File: src/rtl/writeback_stage.sv
// writeback_stage: W pipeline register, register-file write ports, sticky halt
// detection and an optional retired-instruction counter.
// Optional feature macro: WB_RETIRE_CNT_EN (defined -> retire counter present,
// undefined -> retire_cnt tied to zero).
module writeback_stage #(
    parameter logic [3:0] RSP_IDX = 4'd5,
    parameter logic [3:0] RNONE   = 4'd15
) (
    input  logic        clk,
    input  logic        reset,
    input  logic        W_stall,
    input  logic        W_bubble,
    input  logic [1:0]  M_stat,
    input  logic [3:0]  M_icode,
    input  logic        M_cnd,
    input  logic [3:0]  M_destE,
    input  logic [3:0]  M_destM,
    input  logic [63:0] M_valE,
    input  logic [63:0] m_valM,
    output logic [3:0]  W_icode,
    output logic [3:0]  W_destE,
    output logic [3:0]  W_destM,
    output logic [1:0]  W_stat,
    output logic [63:0] W_valE,
    output logic [63:0] W_valM,
    output logic        wrE_en,
    output logic [3:0]  wrE_addr,
    output logic [63:0] wrE_data,
    output logic        wrM_en,
    output logic [3:0]  wrM_addr,
    output logic [63:0] wrM_data,
    output logic        halted,
    output logic [31:0] retire_cnt
);

    localparam int unsigned REG_W  = 4;
    localparam int unsigned DATA_W = 64;
    localparam int unsigned STAT_W = 2;
    localparam int unsigned CNT_W  = 32;

    localparam logic [STAT_W-1:0] STAT_AOK   = STAT_W'(0);
    localparam logic [REG_W-1:0]  ICODE_NOP  = REG_W'(4'h1);
    localparam logic [REG_W-1:0]  ICODE_CMOV = REG_W'(4'h2);

    typedef struct packed {
        logic [REG_W-1:0]  icode;
        logic [STAT_W-1:0] stat;
        logic [REG_W-1:0]  dest_e;
        logic [REG_W-1:0]  dest_m;
        logic [DATA_W-1:0] val_e;
        logic [DATA_W-1:0] val_m;
    } w_reg_t;

    w_reg_t w_q, w_d, nop_c;
    logic   halted_q, halted_d;
    logic   freeze_c;
    logic   advance_c;
    logic   e_ok_c, m_ok_c;
    logic   unused_sp_c;

    // Stack-pointer index is informational here; port M priority covers popq %rsp.
    assign unused_sp_c = (w_q.dest_m == RSP_IDX);

    // Next W register contents and halt flag.
    always_comb begin
        nop_c        = '0;
        nop_c.icode  = ICODE_NOP;
        nop_c.stat   = STAT_AOK;
        nop_c.dest_e = RNONE;
        nop_c.dest_m = RNONE;

        w_d       = w_q;
        // A non-AOK instruction in W stays put so its status remains visible.
        freeze_c  = halted_q || (w_q.stat != STAT_AOK);
        advance_c = !W_stall && !freeze_c;

        if (advance_c) begin
            if (W_bubble) begin
                w_d = nop_c;
            end else begin
                w_d.icode  = M_icode;
                w_d.stat   = M_stat;
                w_d.dest_e = (M_icode == ICODE_CMOV && !M_cnd) ? RNONE : M_destE;
                w_d.dest_m = M_destM;
                w_d.val_e  = M_valE;
                w_d.val_m  = m_valM;
            end
        end

        halted_d = halted_q || (w_q.stat != STAT_AOK);
    end

    // W register and halt flag state update.
    always_ff @(posedge clk) begin
        if (reset) begin
            w_q      <= nop_c;
            halted_q <= 1'b0;
        end else begin
            w_q      <= w_d;
            halted_q <= halted_d;
        end
    end

`ifdef WB_RETIRE_CNT_EN
    logic [CNT_W-1:0] retire_q, retire_d;

    // Count a real, AOK instruction each time it is replaced in W.
    always_comb begin
        retire_d = retire_q;
        if (advance_c && w_q.icode != ICODE_NOP && w_q.stat == STAT_AOK) begin
            retire_d = retire_q + CNT_W'(1);
        end
    end

    // Retire counter register.
    always_ff @(posedge clk) begin
        if (reset) begin
            retire_q <= '0;
        end else begin
            retire_q <= retire_d;
        end
    end

    assign retire_cnt = retire_q;
`else
    assign retire_cnt = CNT_W'(0);
`endif

    // Write-port enables; port M wins when both target the same register.
    always_comb begin
        e_ok_c = (w_q.dest_e != RNONE) && (w_q.stat == STAT_AOK) && !halted_q;
        m_ok_c = (w_q.dest_m != RNONE) && (w_q.stat == STAT_AOK) && !halted_q;
        wrM_en = m_ok_c;
        wrE_en = e_ok_c && !(m_ok_c && (w_q.dest_e == w_q.dest_m));
    end

    assign W_icode  = w_q.icode;
    assign W_destE  = w_q.dest_e;
    assign W_destM  = w_q.dest_m;
    assign W_stat   = w_q.stat;
    assign W_valE   = w_q.val_e;
    assign W_valM   = w_q.val_m;
    assign wrE_addr = w_q.dest_e;
    assign wrE_data = w_q.val_e;
    assign wrM_addr = w_q.dest_m;
    assign wrM_data = w_q.val_m;
    assign halted   = halted_q;

endmodule

File: config.mk
export PLATFORM = sky130hd
export DESIGN_NAME = writeback_stage
export DESIGN_NICKNAME = d
export VERILOG_FILES = /design/src/rtl/writeback_stage.sv
export SDC_FILE = /design/constraint.sdc
export NUM_CORES = 1
export LEC_CHECK = 0
export CAP_MARGIN = 20
export CELL_PAD_IN_SITES_DETAIL_PLACEMENT = 2
export CELL_PAD_IN_SITES_GLOBAL_PLACEMENT = 2
export CORE_MARGIN = 4
export CORE_UTILIZATION = 19
export CTS_CLUSTER_SIZE = 24
export DETAILED_ROUTE_END_ITERATION = 6
export GPL_TIMING_DRIVEN = 0
export PLACE_DENSITY = 0.87
export SYNTH_ARGS = -nofsm -noshare
export SYNTH_HDL_FRONTEND = slang
export SYNTH_SLANG_ARGS = --single-unit
File: constraint.sdc
create_clock -name clk -period 2.5 [get_ports clk]
set_input_delay 0.625 -clock clk [delete_from_list [all_inputs] [get_ports clk]]
set_output_delay 0.625 -clock clk [all_outputs]
set_load 0.1 [all_outputs]
# Yosys cells after proc, flatten, opt, wreduce, memory -nomap -nowiden
# Cells that the tools add are included.
# Widths: inputs -> output; s select.
# word_totals
register_bits,143
out_inout_bits,313
word_cells,29
# op_classes
eq_ne,4
muxes,2
n_reduce_logical,16
# op_table
cell,n
$mux 142,1
$logic_and 1x1->1,8
$ne 4x4->1 const B,2
$logic_not 1->1,5
$eq 4x2->1 const B,1
$eq 4x4->1,1
$mux 4,1
$logic_not 2->1,1
$reduce_bool 2->1,1
$logic_or 1x1->1,1

# Depth between registers and ports, before layout
# depth
word_depth,6
mapped_depth,6
depth_no_buf,3

# Least setup slack after synthesis
# No wires, ideal clock.
# synth_path
path_type,flip-flop to output port
startpoint,register w_q (netlist bit W_destM[3])
endpoint,output wrE_en
arrival_ns,2.885
t_required_ns,1.875
slack_ns,-1.010
stages_incl_launch_ff,4
path_cell_list,dfxtp_1 -> and4_1 -> nor3_1 -> a31oi_1
# synth_between
elab_chain_cells,6
# synth_lines
element,line_no,source
from (decl),54,"w_reg_t w_q, w_d, nop_c;"
from (signal assigned),96,w_q <= nop_c;
from (signal assigned),99,w_q <= w_d;
$ne 4x4->1,132,m_ok_c = (w_q.dest_m != RNONE) && (w_q.stat == STAT_AOK) && !halted_q;
$logic_and 1x1->1 (2 in a row),132,
$logic_and 1x1->1 (*),134,wrE_en = e_ok_c && !(m_ok_c && (w_q.dest_e == w_q.dest_m));
$logic_not 1->1 (*),134,
$logic_and 1x1->1 (*),134,
to (decl),26,"output logic wrE_en,"
# Every way passes the cells marked *; elsewhere a longest branch is shown, timed or not.

# Final worst setup path
# layout_path
startpoint,register w_q (netlist bit W_valE[6])
endpoint,output wrE_data[6]
# layout_lines
element,line_no,source
to (decl),28,"output logic [63:0] wrE_data,"
# No word-level cell between the ends.

==> metrics.csv <==
stage,metric,value,unit
pwr,P_sw,3.655,mW
sta,final setup TNS,0,ps
setup_path,CP Max Fanout,3,
route,Post-route DRC,0,
layout,final cell count without fillers,1748,
setup_path,Critical Path Start Type,flip-flop,
route,Pre-antenna DRT Iters,4,
pwr,P_leak,5.711,nW
yosys,Netlist cell types,25,
sta,min cycle time layout,2452,ps
sta,Finish-stage setup viols,0,
sta,fin. max-slew vios,0,
layout,"commonest non-fill, non-tap cells in the layout","260 x dlygate4sd2_1, 171 x buf_4, 145 x clkdlybuf4s50_1",
setup_path,CP arrival,1830,ps
clocking,CTS Buf Count,17,
die,Die Area,0.03708,sq mm
setup_path,CP Class,flip-flop to output pin,
placed_design,DP HPWL,29.06,mm
layout,"Design Area, Final",0.01167,sq mm
die,Core Region,0.03353,sq mm
layout,multi-input logic area,0.002241,sq mm
sta,Worst-Margin Slew,1048,ps
setup_path,delay of the slowest cell on the worst path,850,ps
placed_design,placed instance count,1715,
global_routing,first-pass GRT wire length,51.20,mm
layout,Register Area,0.002869,sq mm
clocking,CTS Sinks,143,
yosys,Syn Inst Count,810,
yosys,register bit total from synthesis,143,
sta,fin worst setup slack,47.69,ps
route,per-cell routed wire length,20.29,um
pwr,clock share of power,0.309,
placed_design,IO buf count,426,
worst_hold_path,Hold Crit Class,flip-flop to flip-flop,
layout,"most common cell after layout, fill and taps aside",dlygate4sd2_1,
route,via count,7341,
yosys,Post-Syn Area,0.006471,sq mm
yosys,Syn. warnings,0,
sta,clk_skew,14.58,ps
route,DRT Wirelength,35.47,mm
clocking,Root Buffer,clkbuf_16,
clocking,Clock Latency Late Sink,410,ps
setup_path,"critical path, cell by cell","buf_4, dlygate4sd2_1",
clocking,"Reg clk slew, reported paths",70,ps
global_routing,pin count of the biggest net entering global routing,17,
clocking,hold_buf cts,0,
placed_design,gp weighted congestion,0.7761,
clocking,H-tree Lvls,4,
global_routing,via count of the first global-routing pass,8202,
sta,Tcrit/Tclk final,0.9809,
setup_path,CP Capture Type,output pin,
pwr,Peak VDD IR,0.4216,mV
die,die width,192.6,um
global_routing,Overall Global Routing Usage,0.1821,
route,DR iter-0 viols,252,
global_routing,GRT overflow,0,
pwr,Seq pwr share,0.307,
yosys,syn_area_per_cell,7.989,sq um
die,Starting Density,0.1930,
job,max-cap viol count,0,
sta,Fmax,407.8,MHz
global_routing,initial antenna violation count,2,
sta,Slew HR,0.3040,
layout,share of cells above drive strength 1,0.1843,
pwr,Gate power share,0.384,
sta,Final Hold Fails,0,
status,status,"complete, no violations",
die,Core Rows,67,
clocking,CTS tree,yes,
clocking,Clock Tree Buf Depth,2,
die,chip height,192.6,um
layout,layout net count,1433,
placed_design,DP Worst Slack,-601.6,ps
setup_path,worst-path cell with the longest stage delay,dlygate4sd2_1,
die,IO Pins,460,
pwr,Sw Ratio,0.4444,
route,vias per cell,4.200,
layout,Synth-to-Final Area Change,80.37,%
layout,fillers,3877,
route,antenna-violating nets left,0,
setup_path,critical path required time,1880,ps
pwr,PnR Total Power,8.223,mW
yosys,register area share after synthesis,0.4424,
pwr,P_int,4.568,mW
pwr,Power Dens Cells,704.5,mW/mm^2
placed_design,Post-DP Area,0.01144,sq mm
[worst paths after layout]
check	slack, ps	end	depth (start not counted)	start
setup reg to reg	540	W_valE[22]$_SDFFE_PP0P_	6	W_stat[0]$_SDFFE_PP0P_
hold / removal	460	W_icode[2]$_SDFFE_PP0P_	2	W_icode[2]$_SDFFE_PP0P_
setup / recovery	50	wrE_data[6]	2	W_valE[6]$_SDFFE_PP0P_
hold reg to reg	460	W_icode[2]$_SDFFE_PP0P_	2	W_icode[2]$_SDFFE_PP0P_
[cell families (layout without fill, tap and decap cells)]
| group | after synthesis | after routing | share of synthesized area |
|---|---|---|---|
| XOR/XNOR | 4 | 4 | 0.005415 |
| buffers and inverters | 230 | 686 | 0.2336 |
| flip-flops | 143 | 143 | 0.4424 |
| other | 1 | 35 | 0.0005795 |
| AO/OA/AOI/OAI | 144 | 144 | 0.1170 |
| AND/OR/NAND/NOR | 288 | 288 | 0.2011 |
[power by group through the flow]
stage | combinational [mW] | sequential [mW] | clock [mW]
3_3_place_gp | 3.27 | 2.57 | 0
5_1_grt | 3.27 | 2.54 | 2.74
4_1_cts | 3.18 | 2.53 | 2.63
6_report | 3.15 | 2.53 | 2.54
3_5_place_dp | 3.32 | 2.58 | 0
2_1_floorplan | 1.61 | 3.35 | 0
[layout make-up]
type | instances | share of cell area
Timing Repair Buffer | 427 | 0.3357
Sequential cell | 143 | 0.2458
Multi-Input combinational cell | 468 | 0.1920
Buffer | 228 | 0.1291
Tap cell | 448 | 0.04802
Clock buffer | 18 | 0.03677
Clock inverter | 12 | 0.01168
Antenna cell | 3 | 0.0006432
Inverter | 1 | 0.0003216
[routing by layer]
layer  vias up  GRT usage  share of wire
li1       3463          -              -
met1      3622     0.2093           0.40
met2       231     0.3387           0.53
met3        25    0.04197          0.052
met4         0    0.04635          0.017
met5         -          0              0
[sequential cells by signal, indices dropped and copies added, names as in the netlist]
register / cells
W_valE: 64
W_valM: 64
W_destE: 4
W_destM: 4
W_icode: 4
W_stat: 2
halted: 1
[stage by stage]
step	hold WS [ps]	util
after floorplan	757.6	-
after global placement	444.3	0.3412
after detailed placement	458.3	0.3412
after CTS	464.4	0.3484
after global routing	496.2	0.3480
final	464.7	0.3481
[Yosys cell counts (all sizes together)]
cell type	number	area [sq um]
buf	183	1335
dfxtp	143	2863
nand2	132	495.5
a21oi	131	655.6
nand3	131	655.6
clkbuf	46	172.7
nor2	8	30.03
nor3	7	35.03
o21bai	5	37.54
o32a	4	40.04
or3	4	25.02
a31oi	3	18.77
xnor2	2	17.52
xor2	2	17.52
and4	1	8.760
conb	1	3.750
inv	1	3.750
nand4	1	6.260
nor2b	1	6.260
nor4	1	21.27
o21ai	1	5.000
or4	1	7.510
or4b	1	10.01
[timing repair]
action | 4_1_cts | 5_1_grt
pin swaps | 1 | 0
endpoints found under the setup margin | 397 | 16
setup buffers | 1 | 0
gates resized for setup | 309 | 18
[critical path: cells and delay by family (launching register included)]
family / cells / cell delay (ps)
flip-flops: 1 / 430
buffers and inverters: 2 / 990
No activity file was read; power rests on OpenSTA's default activity.
